<file path="config.mk">
export PLATFORM = sky130hd
export DESIGN_NAME = dvi_tmds_transmitter_flat
export DESIGN_NICKNAME = d
export VERILOG_FILES = /design/src/rtl/dvi_tmds_transmitter_if.sv /design/src/rtl/dvi_tmds_transmitter.sv /design/src/flat_wrapper.sv
export SDC_FILE = /design/constraint.sdc
export NUM_CORES = 1
export LEC_CHECK = 0
export ABC_AREA = 1
export CAP_MARGIN = 15
export CELL_PAD_IN_SITES_DETAIL_PLACEMENT = 0
export CELL_PAD_IN_SITES_GLOBAL_PLACEMENT = 2
export CORE_ASPECT_RATIO = 1.2
export CORE_MARGIN = 5
export CORE_UTILIZATION = 37
export DETAILED_ROUTE_END_ITERATION = 8
export MAX_ROUTING_LAYER = met4
export PLACE_DENSITY_LB_ADDON = 0.1
export RECOVER_POWER = 50
export SLEW_MARGIN = 40
export SYNTH_ARGS = -nofsm -noshare
export SYNTH_HDL_FRONTEND = slang
export SYNTH_HIERARCHICAL = 1
export SYNTH_SLANG_ARGS = --single-unit
</file>
<file path="constraint.sdc">
create_clock -name clk -period 8.75 [get_ports clk]
set_clock_uncertainty 0.2 [all_clocks]
set_input_delay 1.3125 -clock clk [delete_from_list [all_inputs] [get_ports clk]]
set_output_delay 1.3125 -clock clk [all_outputs]
set_load 0.03 [all_outputs]
</file>
<file path="src/rtl/dvi_tmds_transmitter_if.sv">
// Pixel-side and serial-side signals of the DVI TMDS transmitter.
// The master drives pixels and watches the serial lines; the slave is the transmitter.
interface dvi_tmds_transmitter_if;
  logic       de;
  logic [7:0] blue, green, red;
  logic [1:0] ctrl0, ctrl1, ctrl2;
  logic       ch0, ch1, ch2, chc, pix_stb;

  modport master (output de, blue, ctrl0, green, ctrl1, red, ctrl2,
                  input  ch0, ch1, ch2, chc, pix_stb);
  modport slave  (input  de, blue, ctrl0, green, ctrl1, red, ctrl2,
                  output ch0, ch1, ch2, chc, pix_stb);
endinterface

</file>
<file path="src/rtl/dvi_tmds_transmitter.sv">
// DVI 1.0 TMDS transmitter: one 8b/10b encoder and serialiser per colour lane,
// plus a 10-cycle symbol framer and the TMDS clock-channel pattern.
module dvi_tmds_lane (
  input  logic       clk,
  input  logic       rst,
  input  logic       load,
  input  logic       de,
  input  logic [7:0] d,
  input  logic [1:0] c,
  output logic       ser
);
  logic [9:0]        sh, q;
  logic [8:0]        q_m;
  logic signed [4:0] cnt, cnt_nxt, diff;

  // Transition minimisation; XNOR is XOR with an inverted chain.
  function automatic logic [8:0] stage1(input logic [7:0] v);
    logic [8:0] m;
    logic       xn;
    xn   = ($countones(v) > 4) || ($countones(v) == 4 && !v[0]);
    m[0] = v[0];
    for (int i = 1; i < 8; i++) m[i] = m[i-1] ^ v[i] ^ xn;
    m[8] = ~xn;
    return m;
  endfunction

  always_comb begin
    q_m     = stage1(d);
    diff    = 5'($countones(q_m[7:0]) * 2 - 8);  // n1q - n0q
    q       = '0;
    cnt_nxt = cnt;
    if (!de) begin
      case (c)
        2'b00:   q = 10'b1101010100;
        2'b01:   q = 10'b0010101011;
        2'b10:   q = 10'b0101010100;
        default: q = 10'b1010101011;
      endcase
      cnt_nxt = '0;
    end else if (cnt == 5'sd0 || diff == 5'sd0) begin
      q       = {~q_m[8], q_m[8], q_m[8] ? q_m[7:0] : ~q_m[7:0]};
      cnt_nxt = q_m[8] ? cnt + diff : cnt - diff;
    end else if ((cnt > 5'sd0 && diff > 5'sd0) || (cnt < 5'sd0 && diff < 5'sd0)) begin
      q       = {1'b1, q_m[8], ~q_m[7:0]};
      cnt_nxt = cnt - diff + (q_m[8] ? 5'sd2 : 5'sd0);
    end else begin
      q       = {1'b0, q_m[8], q_m[7:0]};
      cnt_nxt = cnt + diff - (q_m[8] ? 5'sd0 : 5'sd2);
    end
  end

  always_ff @(posedge clk or negedge rst) begin
    if (!rst) begin
      sh  <= '0;
      cnt <= '0;
    end else if (load) begin
      sh  <= q;
      cnt <= cnt_nxt;
    end else begin
      sh  <= sh >> 1;
    end
  end

  assign ser = sh[0];
endmodule

module dvi_tmds_transmitter (
  input  logic                   clk,
  input  logic                   rst,
  dvi_tmds_transmitter_if.slave  bus
);
  localparam int NUM_LANES = 3;
  localparam int VEC_W     = 8;

  logic [3:0]                          bit_cnt;
  logic                                boundary, stb_r, de_r;
  logic [NUM_LANES-1:0][VEC_W-1:0]     data_r;
  logic [NUM_LANES-1:0][1:0]           ctrl_r;
  logic [9:0]                          clk_sh;
  logic [NUM_LANES-1:0]                ser;

  assign boundary = (bit_cnt == 4'd9);

  // Reset parks the framer at bit 9 so the first edge after release loads a symbol.
  always_ff @(posedge clk or negedge rst) begin
    if (!rst) begin
      bit_cnt <= 4'd9;
      stb_r   <= 1'b1;
      de_r    <= 1'b0;
      data_r  <= '0;
      ctrl_r  <= '0;
      clk_sh  <= '0;
    end else begin
      bit_cnt <= boundary ? 4'd0 : bit_cnt + 4'd1;
      stb_r   <= (bit_cnt == 4'd8);
      clk_sh  <= boundary ? 10'b0000011111 : clk_sh >> 1;
      if (boundary) begin
        de_r   <= bus.de;
        data_r <= {bus.red, bus.green, bus.blue};
        ctrl_r <= {bus.ctrl2, bus.ctrl1, bus.ctrl0};
      end
    end
  end

  for (genvar g = 0; g < NUM_LANES; g++) begin : g_lane
    dvi_tmds_lane u_lane (
      .clk  (clk),
      .rst  (rst),
      .load (boundary),
      .de   (de_r),
      .d    (data_r[g]),
      .c    (ctrl_r[g]),
      .ser  (ser[g])
    );
  end

  assign bus.ch0     = ser[0];
  assign bus.ch1     = ser[1];
  assign bus.ch2     = ser[2];
  assign bus.chc     = clk_sh[0];
  assign bus.pix_stb = stb_r;
endmodule

</file>
<file path="src/flat_wrapper.sv">
// flat-port wrapper written by rule: the top's interface ports become plain ports
module dvi_tmds_transmitter_flat 
  (clk, rst, bus_de, bus_blue, bus_ctrl0, bus_green, bus_ctrl1, bus_red, bus_ctrl2, bus_ch0, bus_ch1, bus_ch2, bus_chc, bus_pix_stb);
  dvi_tmds_transmitter_if bus_i ();
  input  logic clk;
  input  logic rst;
  input wire logic [$bits(bus_i.de)-1:0] bus_de;
  input wire logic [$bits(bus_i.blue)-1:0] bus_blue;
  input wire logic [$bits(bus_i.ctrl0)-1:0] bus_ctrl0;
  input wire logic [$bits(bus_i.green)-1:0] bus_green;
  input wire logic [$bits(bus_i.ctrl1)-1:0] bus_ctrl1;
  input wire logic [$bits(bus_i.red)-1:0] bus_red;
  input wire logic [$bits(bus_i.ctrl2)-1:0] bus_ctrl2;
  output wire logic [$bits(bus_i.ch0)-1:0] bus_ch0;
  output wire logic [$bits(bus_i.ch1)-1:0] bus_ch1;
  output wire logic [$bits(bus_i.ch2)-1:0] bus_ch2;
  output wire logic [$bits(bus_i.chc)-1:0] bus_chc;
  output wire logic [$bits(bus_i.pix_stb)-1:0] bus_pix_stb;
  assign bus_i.de = bus_de;
  assign bus_i.blue = bus_blue;
  assign bus_i.ctrl0 = bus_ctrl0;
  assign bus_i.green = bus_green;
  assign bus_i.ctrl1 = bus_ctrl1;
  assign bus_i.red = bus_red;
  assign bus_i.ctrl2 = bus_ctrl2;
  assign bus_ch0 = bus_i.ch0;
  assign bus_ch1 = bus_i.ch1;
  assign bus_ch2 = bus_i.ch2;
  assign bus_chc = bus_i.chc;
  assign bus_pix_stb = bus_i.pix_stb;
  dvi_tmds_transmitter u_core (.clk(clk), .rst(rst), .bus(bus_i));
endmodule
</file>
==> impl_results.md <==
* Result of the run: complete, but fails checks
* Violated checks: max-capacitance violations, max-slew violations
* Via density per instance at 4.958
* Cell area after placement at around 8200 sq um
* Hold Startpoint: u_core/clk_sh[3]
* Most used DFF post-synth: sky130_fd_sc_hd__dfrtp_1
* Endpoint required time on the critical path at 8790 ps
* Worst slack on hold paths at about 240 ps
* Max Freq at about 0.12 GHz
* Number of instances in the synthesized netlist at 954
* Total GRT Usage at 0.1791
* Worst min path class: flip-flop to flip-flop
* Hold buffer count at cts at 0
* Synthesized flop and latch total at 83
* Die area at ~24000 sq um
* Clock root buffer: sky130_fd_sc_hd__clkbuf_16
* Site row count at 57
* CP endpoint kind: flip-flop
* Buffers inserted during post-CTS setup optimization at 0
* Fin area at between 8000 and 9000 sq um
* H-tree Lvls at 3
* Clock buffers created by TritonCTS at 9
* Final Net Count at 1125
* Worst slew margin relative to its limit at -1.682
* TritonCTS clock tree: built
* Number of gates given a new drive strength after cts at 0
* Share of flip-flops with an asynchronous set or reset at 1.000
* Top delay family on crit path: adder cells
* Effective utilization at floorplan at 0.3758
* Critical Path Max Stage Delay at approximately 570 ps
* Cell depth of the worst setup path at 39
* Buffering stage count on the worst path with inverters included at 5
* Clk slew on worst S/H paths at roughly 80 ps
* Initial DRC Count at roughly 250
* Crit share post-route at 0.9328
* Critical Path AT at 8200 ps
* HPWL Detailed at 15.44 mm
* Syn Area/Cell at approximately 8 sq um
* Top cell type's share of synthesized area at 0.2630
* Part of the Yosys area used for sequential elements at 0.2733
* Buffers added on ports at 37
* Cell area after synthesis at approximately 7600 sq um
* Pin count of the biggest net entering global routing at 72
* Destination of the worst hold path: u_core/clk_sh[2]
* Crit Reg-Reg Endpoint: u_core/g_lane[2].u_lane/cnt[4]
* Clk sink count at 83
* Number of remaining DRC errors at 0
* Startpoint type of the worst setup path: flip-flop
* Number of antenna violations at the first check in global routing at 0
* RSZ-0062 raised after global routing: no
* Die boundary width at around 140 um
* Final hold violation count at 0
* Number of nets with antenna violations after routing at 0
* Proportion of layout cells with a drive suffix above 1 at 0.1403
* Max-Cap Viols at 2
* Iteration count of the initial detailed-routing pass at 5
* Syn Nets at 1086
* Flop2flop setup slack at between 500 and 600 ps
* Worst hold path depth at 2
* Most numerous cell on the critical path: sky130_fd_sc_hd__fa_1
* Top post-synthesis cells by area: sky130_fd_sc_hd__dfrtp_1 (26%), sky130_fd_sc_hd__ha_1 (11%), sky130_fd_sc_hd__nand2_1 (11%)
* Wire length of the first global-routing pass at about 33 mm
* Most common library cell in the layout ignoring fill and taps: sky130_fd_sc_hd__nand2_1
* Critical register-to-register path startpoint: u_core/data_r[16]
* Number of synthesized flops with an enable pin at 0
* Total via count after detailed routing at 6262
* Total gr overflow at 0
* Top cell type by total area after synthesis: sky130_fd_sc_hd__dfrtp_1
* Crit path max fanout at 17
* Longest Clk Path Bufs at 2
* Syn-to-layout area delta at 11.62%
* Die Y at approximately 170 um
* Count of yosys warnings during synthesis at 6
* Max-slew violation count at roughly 110
* Worst reg-to-reg path cell count at 39
* Insertion delay to the later sink of the worst-skew pair at 350 ps
* Core footprint at about 20000 sq um
* Vias in the first global route at 6412
* Number of distinct library cells after synthesis at between 40 and 50
* Most used cells in the layout excluding fill and tap cells: sky130_fd_sc_hd__nand2_1 (217), sky130_fd_sc_hd__nand3_1 (125), sky130_fd_sc_hd__inv_1 (113), sky130_fd_sc_hd__dfrtp_1 (80), sky130_fd_sc_hd__ha_1 (69)
* Antenna Cells at 0
* I/O pins at 38
* Final cell utilization of the core at 0.4195
* CP Class: flip-flop to flip-flop
* Number of setup violations in the final report at 0
* Average routed wire per standard cell at about 16 um
* DRT Wirelength at roughly 20 mm
* Transition time at the pin with the least slew margin at around 4000 ps
* Shortest period the worst path allows at just over 8000 ps
* Final estimated routing congestion in global placement at between 0.8 and 0.9
* Sum Neg Setup Slack at 0 ps
* Slowest CP cell: sky130_fd_sc_hd__fa_1
* Layout filler cell count at around 2200
## cell families (layout without fill, tap and decap cells)
family / Yosys count / count (layout) / synth area share
compound gates: 122 / 122 / 0.1019
xor+xnor: 23 / 23 / 0.02646
fa+ha+maj: 99 / 99 / 0.1923
buf+inv: 164 / 208 / 0.1006
flops: 83 / 83 / 0.2733
simple gates: 463 / 463 / 0.3054
## layout make-up
type	instances	area [sq um]	share of cell area
Clock buffer	9	225.2	0.02651
Timing Repair Buffer	50	465.4	0.05478
Sequential cell	83	2081	0.2449
Multi-Input combinational cell	707	4738	0.5576
Clock inverter	7	76.32	0.008982
Inverter	142	579.3	0.06818
Tap cell	265	331.6	0.03902
## registers in the layout (all words and copies together) (netlist names)
register                  count
u_core/data_r                24
u_core/bus.pix_stb            1
u_core/ctrl_r                 6
u_core/g_lane.u_lane/cnt     12
u_core/g_lane.u_lane/sh      30
u_core/bit_cnt                4
u_core/clk_sh                 5
u_core/de_r                   1
## per-stage QoR
stage / setup slack (ps) / instances
after global routing: 41.69 / 1263
after global placement: 579.3 / 1246
after floorplan: 1276 / 954
after detailed placement: 558.4 / 1247
after CTS: 517.7 / 1263
final: 588.2 / 1263
## synth_stat cells, drive strengths merged, types with 11 or more instances
master / number
dfrtp: 80
o21ai: 44
nand2: 266
nand3: 150
xnor2: 12
fa: 30
xor2: 11
buf: 13
ha: 69
inv: 138
a21oi: 28
nor2: 41
## layer usage
metal | wire, um | vias to the layer above | GRT usage
met1 | 9225 | 2973 | 0.2243
met5 | 0 | - | -
met3 | 409 | 12 | 0.02282
met4 | 221 | 0 | 0.04172
li1 | - | 3206 | -
met2 | 9917 | 71 | 0.3088
## worst register-to-register path: cells and delay by family, from the launching register on
kind                     cells  cell delay, ps
AO/OA/AOI/OAI                4             700
buffers and inverters        5             390
adder cells (fa/ha/maj)     10            4050
flip-flops                   1             440
XOR/XNOR                     2             510
AND/OR/NAND/NOR             18            1770
## how the worst max path moves through the flow
stage | startpoint | to
after detailed placement | u_core/data_r[16] | u_core/g_lane[2].u_lane/cnt[4]
after global routing | u_core/data_r[16] | u_core/g_lane[2].u_lane/cnt[4]
after floorplan | u_core/data_r[8] | u_core/g_lane[1].u_lane/cnt[4]
after CTS | u_core/data_r[16] | u_core/g_lane[2].u_lane/cnt[4]
after global placement | u_core/data_r[16] | u_core/g_lane[2].u_lane/cnt[4]
final | u_core/data_r[16] | u_core/g_lane[2].u_lane/cnt[4]
Power is not shown: default switching activity piles up to over one toggle a cycle in this logic, so the estimate is an artifact.
